### src/rtl/nrx_video_pkg.sv
`default_nettype none
// ----------------------------------------------------------------------------
// nrx_video_pkg : timing constants and offset helpers for nrx_video_timing. Rev 1.0
// ----------------------------------------------------------------------------
package nrx_video_pkg;

  localparam logic [8:0] H_ACTIVE_END = 9'd288;
  localparam logic [8:0] H_JUMP_FROM  = 9'd342;
  localparam logic [8:0] H_JUMP_TO    = 9'd471;
  localparam logic [8:0] H_WRAP       = 9'd511;
  localparam logic [8:0] HS_START     = 9'd311;
  localparam logic [8:0] HS_WIDTH     = 9'd24;
  localparam logic [8:0] V_ACTIVE_END = 9'd223;
  localparam logic [8:0] V_JUMP_FROM  = 9'd233;
  localparam logic [8:0] V_JUMP_TO    = 9'd483;
  localparam logic [8:0] V_WRAP       = 9'd511;
  localparam logic [8:0] VS_START     = 9'd227;
  localparam logic [8:0] VS_WIDTH     = 9'd3;

  typedef struct packed {
    logic [3:0] h;
    logic [2:0] v;
  } sync_ofs_t;

  // Offsets -4 and -3 would pull vsync into the active area's neighbour lines.
  function automatic logic [2:0] clamp_vofs(input logic [2:0] v);
    return ((v == 3'b100) || (v == 3'b101)) ? 3'b110 : v;
  endfunction

  function automatic logic [8:0] add_hofs(input logic [8:0] base, input logic [3:0] ofs);
    return base + {{5{ofs[3]}}, ofs};
  endfunction

  function automatic logic [8:0] add_vofs(input logic [8:0] base, input logic [2:0] ofs);
    return base + {{6{ofs[2]}}, ofs};
  endfunction

endpackage
`default_nettype wire

### src/rtl/nrx_ce_div.sv
`default_nettype none
// ----------------------------------------------------------------------------
// nrx_ce_div : clock divider producing a one-cycle pixel enable. Rev 1.0
// ----------------------------------------------------------------------------
module nrx_ce_div
  import nrx_video_pkg::*;
#(
  parameter int CE_DIV = 4
) (
  input  logic clk_i,
  input  logic rst_ni,
  output logic ce_o
);

  localparam int DIV_W = (CE_DIV > 1) ? $clog2(CE_DIV) : 1;
  localparam logic [DIV_W-1:0] DIV_LAST = DIV_W'(CE_DIV - 1);

  logic [DIV_W-1:0] div_q;
  logic [DIV_W-1:0] div_d;

  always_comb begin
    ce_o  = (div_q == DIV_LAST);
    div_d = ce_o ? '0 : div_q + DIV_W'(1);
  end

  always_ff @(posedge clk_i or negedge rst_ni) begin
    if (!rst_ni) begin
      div_q <= '0;
    end else begin
      div_q <= div_d;
    end
  end

endmodule
`default_nettype wire

### src/rtl/nrx_video_timing.sv
`default_nettype none
// ----------------------------------------------------------------------------
// nrx_video_timing : New Rally-X counters, blanking, syncs and blanked RGB. Rev 1.0
// ----------------------------------------------------------------------------
module nrx_video_timing
  import nrx_video_pkg::*;
#(
  parameter int CE_DIV = 4,
  parameter int RGB_W  = 12
) (
  input  logic             clk_sys,
  input  logic             reset_n,
  input  logic [3:0]       h_ofs,
  input  logic [2:0]       v_ofs,
  input  logic [RGB_W-1:0] rgb_in,
  output logic             ce_pix,
  output logic [8:0]       hpos,
  output logic [8:0]       vpos,
  output logic             hblank,
  output logic             vblank,
  output logic             hsync_n,
  output logic             vsync_n,
  output logic [RGB_W-1:0] rgb_out,
  output logic             frame_start,
  output logic [7:0]       frame_cnt
);

  logic             ce;
  logic [8:0]       hpos_q, hpos_d;
  logic [8:0]       vpos_q, vpos_d;
  logic             hblank_q, vblank_q;
  logic             hsync_n_q, vsync_n_q;
  logic [RGB_W-1:0] rgb_q;
  logic             frame_start_q;
  logic [7:0]       frame_cnt_q;
  sync_ofs_t        ofs_q;
  logic             line_end, frame_end;
  logic [8:0]       hs_on, hs_off, vs_on, vs_off;

  nrx_ce_div #(.CE_DIV(CE_DIV)) u_ce_div (
    .clk_i  (clk_sys),
    .rst_ni (reset_n),
    .ce_o   (ce)
  );

  always_comb begin
    line_end  = (hpos_q == H_WRAP);
    frame_end = line_end && (vpos_q == V_WRAP);
    hpos_d    = (hpos_q == H_JUMP_FROM) ? H_JUMP_TO : hpos_q + 9'd1;
    vpos_d    = vpos_q;
    if (line_end) begin
      vpos_d = (vpos_q == V_JUMP_FROM) ? V_JUMP_TO : vpos_q + 9'd1;
    end
    hs_on  = add_hofs(HS_START, ofs_q.h);
    hs_off = hs_on + HS_WIDTH;
    vs_on  = add_vofs(VS_START, ofs_q.v);
    vs_off = vs_on + VS_WIDTH;
  end

  // Syncs compare against the next counter value so they toggle together with hpos/vpos.
  always_ff @(posedge clk_sys or negedge reset_n) begin
    if (!reset_n) begin
      hpos_q        <= '0;
      vpos_q        <= '0;
      hblank_q      <= 1'b1;
      vblank_q      <= 1'b1;
      hsync_n_q     <= 1'b1;
      vsync_n_q     <= 1'b1;
      rgb_q         <= '0;
      frame_start_q <= 1'b0;
      frame_cnt_q   <= '0;
      ofs_q         <= '0;
    end else begin
      frame_start_q <= 1'b0;
      if (ce) begin
        hpos_q <= hpos_d;
        vpos_q <= vpos_d;
        rgb_q  <= (hblank_q || vblank_q) ? '0 : rgb_in;

        if (hpos_q == H_ACTIVE_END) begin
          hblank_q <= 1'b1;
        end else if (line_end) begin
          hblank_q <= 1'b0;
        end

        if (hpos_d == hs_on) begin
          hsync_n_q <= 1'b0;
        end else if (hpos_d == hs_off) begin
          hsync_n_q <= 1'b1;
        end

        if (line_end) begin
          if (vpos_q == V_ACTIVE_END) begin
            vblank_q <= 1'b1;
          end else if (frame_end) begin
            vblank_q <= 1'b0;
          end
          if (vpos_d == vs_on) begin
            vsync_n_q <= 1'b0;
          end else if (vpos_d == vs_off) begin
            vsync_n_q <= 1'b1;
          end
        end

        if (frame_end) begin
          ofs_q.h       <= h_ofs;
          ofs_q.v       <= clamp_vofs(v_ofs);
          frame_start_q <= 1'b1;
          frame_cnt_q   <= frame_cnt_q + 8'd1;
        end
      end
    end
  end

  assign ce_pix      = ce;
  assign hpos        = hpos_q;
  assign vpos        = vpos_q;
  assign hblank      = hblank_q;
  assign vblank      = vblank_q;
  assign hsync_n     = hsync_n_q;
  assign vsync_n     = vsync_n_q;
  assign rgb_out     = rgb_q;
  assign frame_start = frame_start_q;
  assign frame_cnt   = frame_cnt_q;

endmodule
`default_nettype wire

### config.mk
export PLATFORM = sky130hd
export DESIGN_NAME = nrx_video_timing
export DESIGN_NICKNAME = d
export VERILOG_FILES = /design/src/rtl/nrx_video_pkg.sv /design/src/rtl/nrx_ce_div.sv /design/src/rtl/nrx_video_timing.sv
export SDC_FILE = /design/constraint.sdc
export NUM_CORES = 1
export LEC_CHECK = 0
export BUFFER_PORTS_ARGS = -buffer_cell sky130_fd_sc_hd__clkbuf_2
export CORE_MARGIN = 10
export CORE_UTILIZATION = 25
export DETAILED_ROUTE_END_ITERATION = 16
export PLACE_DENSITY = 0.4
export SLEW_MARGIN = 40
export SYNTH_ARGS = -nofsm -noshare
export SYNTH_HDL_FRONTEND = slang
export SYNTH_HIERARCHICAL = 1
export SYNTH_SLANG_ARGS = --single-unit
### constraint.sdc
create_clock -name clk_sys -period 2.54 [get_ports clk_sys]
set_clock_uncertainty 0.1 [all_clocks]
set_input_delay 0.254 -clock clk_sys [delete_from_list [all_inputs] [get_ports clk_sys]]
set_output_delay 0.254 -clock clk_sys [all_outputs]
set_load 0.01 [all_outputs]
==> out/metrics.csv <==
stage;metric;value;unit
die;die_area;16740;um^2
global_routing;grt_util_all_layers;9.977;%
timing;finalMaxSlewViolations;0;
yosys;synth_edf_count;0;
global_routing;grt_pass1_vias;2628;
setup_path;cp_slowest_cell;or4b_1;
yosys;synth_seq_area_share;43.68;%
drt;dr.first_iter.drc_count;96;
drt;firstDrtPassIters;4;
die;core;11560;um^2
timing;rsz0062_at_grt;yes;
die;die_h;129.4;um
timing;worst_pin_slew;0.5821;ns
setup_path;cpLargestDelayFamily;simple AND/OR/NAND/NOR gates;
clock_tree;htreeDepth;2;
setup_path;crit_buf_inv;0;
power;leakagePower;0.001848;uW
clock_tree;clock_path_buffers;2;
setup_path;rrSetupSlack;0.14;ns
yosys;synth_area;2990;um^2
clock_tree;cts_root_buf;clkbuf_16;
final_layout;syn_to_final_growth;31.13;%
placed_design;port-buffer-count;64;
die;die_w;129.4;um
run;drv_cap;0;
timing;period_share;94.62;%
yosys;syn_nets;366;
yosys;ys_warn_count;6;
hold_path;hp-start;h_ofs[3];
setup_path;slowest_delay;0.74;ns
timing;timing.fmax;0.4161;GHz
drt;drt-vias-per-instance;4.530;
clock_tree;worstSkewPairLatency;0.28;ns
final_layout;final_cell_area;3921;um^2
setup_path;start_kind;flip-flop;
setup_path;critPathKind;flip-flop to flip-flop;
global_routing;gr-total-overflow;0;
setup_path;cp_cell_sequence;nand4bb_1, or4b_1, a211o_1, a31oi_1, nor3_1, a41oi_1, a21oi_1;
hold_path;hp-class;input port to flip-flop;
setup_path;path_max_fanout;9;
drt;drtAntennaViolNets;0;
timing;hold_viol;0;
timing;finalSetupViolCount;0;
setup_path;worst_setup_path_end_kind;flip-flop;
final_layout;finalNetCount;451;
hold_path;hold_depth;3;
placed_design;placed_cell_area;3654;um^2
global_routing;grt_pass1_wl;13.61;mm
yosys;synth-async-reset-ratio;100.0;%
yosys;synth_cell_types;45;
final_layout;n_antenna_cell;0;
timing;relSlewSlack;61.19;%
timing;period_needed;2.403;ns
clock_tree;cts_tree;built;
drt;drc;0;
placed_design;place_hpwl;6.231;mm
clock_tree;clkSinkCount;52;
yosys;synth_area_per_cell;9.062;um^2
status;status;completed;
yosys;synthCells;330;
die;io_pins;65;
clock_tree;clk_pin_slew;0.07;ns
drt;wl;8.151;mm
final_layout;fin_util;33.91;%
power;ir_worst_vdd;258.3;uV
yosys;synth_seq_cells;52;
yosys;netlist.top_cell.by_area;dfrtp_1;
setup_path;required;2.65;ns
timing;hold_ws;0.06782;ns
setup_path;cp.arrival;2.51;ns
final_layout;drive_above_1_share;30.77;%
hold_path;min_to;ofs_q[6];
placed_design;place_congestion;0.8197;
yosys;synth_area_leaders;dfrtp_1 40%, nand2_1 6.5%, xnor2_1 6.4%;
yosys;synth_top_area_share;40.17;%
setup_path;rr_worst_depth;7;
die;num_rows;39;
die;start_util;25.86;%
clock_tree;cts_buffers;5;
drt;num_vias;2532;
setup_path;r2r_end;vsync_n;
yosys;synth-main-ff-cell;dfrtp_1;
global_routing;antenna_found_initial;0;
drt;wire_per_inst;14.58;um
power;p_per_area;424.0;nW/um^2
global_routing;grt_max_degree;37;
setup_path;r2r_start;vpos[2];
-- power breakdown --
| part | internal (uW) | switching [uW] | total (uW) |
|---|---|---|---|
| Clock | 464 | 293 | 757 |
| Sequential | 838 | 4.77 | 842 |
| Combinational | 26.5 | 37.0 | 63.5 |
-- how the worst max path moves through the flow --
stage / startpoint / endpoint / slack [ns] / cells after the start
floorplan: hpos[0] / frame_cnt[7] / 0.002 / 13
global placement: hpos[0] / vsync_n / 0.13 / 13
detailed placement: hpos[0] / vsync_n / 0.08 / 12
CTS: hpos[0] / vsync_n / 0.06 / 13
global route: hpos[0] / vsync_n / -0.03 / 12
finish: vpos[2] / vsync_n / 0.14 / 7
-- flip-flops by register name (all words and copies together) (netlist names) --
signal,flops
frame_cnt,8
frame_start,1
hblank,1
hpos,9
hsync_n,1
ofs_q,7
rgb_out,12
u_ce_div/div_q,2
vblank,1
vpos,9
vsync_n,1
-- synth_stat cells (4+ instances only) --
library cell	number
a21oi_1	8
a31oi_1	6
and3_1	4
clkbuf_1	14
dfrtp_1	48
dfstp_2	4
ha_1	15
inv_1	22
mux2i_1	4
nand2_1	52
nand3_1	12
nand4_1	10
nor2_1	19
nor3_1	11
nor3b_1	4
o21ai_0	19
xnor2_1	22
xor2_1	14
-- worst register-to-register path, cell delays in order (launching register included) --
cell and delay (ns):
dfrtp_1 0.41, nand4bb_1 0.25, or4b_1 0.74, a211o_1 0.37
a31oi_1 0.18, nor3_1 0.08, a41oi_1 0.15, a21oi_1 0.06
-- stage by stage --
| stage | total power [uW] | setup slack, ns | cells | TNS [ns] |
|---|---|---|---|---|
| 2_1_floorplan | 872.8 | 0.001673 | 330 | 0 |
| 3_3_place_gp | 923.0 | 0.1304 | 549 | 0 |
| 6_report | 1663 | 0.1367 | 559 | 0 |
| 5_1_grt | 1740 | -0.02988 | 559 | -0.02988 |
| 3_5_place_dp | 923.4 | 0.08188 | 549 | 0 |
| 4_1_cts | 1702 | 0.06077 | 558 | 0 |
-- final cells by class --
type / instances / area, um^2
fillers: 1190 / 7644
multi-input cells: 237 / 1608
flip-flops and latches: 52 / 1309
repair buffers: 96 / 575.6
well taps: 143 / 178.9
clock buffers: 6 / 128.9
inverters: 23 / 86.33
clock inverters: 2 / 35.03
-- layout by cell type (no fill, tap or decap), types with 10 or more instances in the layout --
master,count
nor2_1,15
xnor2_1,20
dfrtp_1,46
inv_1,22
ha_1,12
clkbuf_2,64
nand2_1,51
nand3_1,12
nand4_1,10
o21ai_0,19
xor2_1,14
buf_4,30
nor3_1,10
-- per-layer routing --
| metal | up-vias | global-route usage [%] | wire length [um] |
|---|---|---|---|
| li1 | 1292 | - | - |
| met1 | 1184 | 13.93 | 4216 |
| met2 | 54 | 14.76 | 3352 |
| met3 | 2 | 2.896 | 544 |
| met4 | 0 | 2.408 | 38 |
| met5 | - | 0 | 0 |
-- kinds of logic (layout without fill, tap and decap cells) --
| group | after synthesis | after routing | synth area share, % |
|---|---|---|---|
| AO/OA/AOI/OAI | 52 | 52 | 10.88 |
| XOR/XNOR | 36 | 36 | 10.54 |
| adder cells (fa/ha/maj) | 15 | 15 | 6.276 |
| buffers and inverters | 41 | 127 | 5.523 |
| flip-flops | 52 | 52 | 43.68 |
| multiplexers | 7 | 7 | 2.469 |
| other | 1 | 1 | 0.1254 |
| AND/OR/NAND/NOR | 126 | 126 | 20.50 |
-- repair_timing --
item | in CTS | in global routing
hold endpoints to repair | 19 | 0
setup endpoints to repair | 0 | 2
resized for setup | 0 | 19
buffers inserted | 0 | 1
hold buffers | 1 | 0
Note: power is estimated with default switching activity, not from simulation.
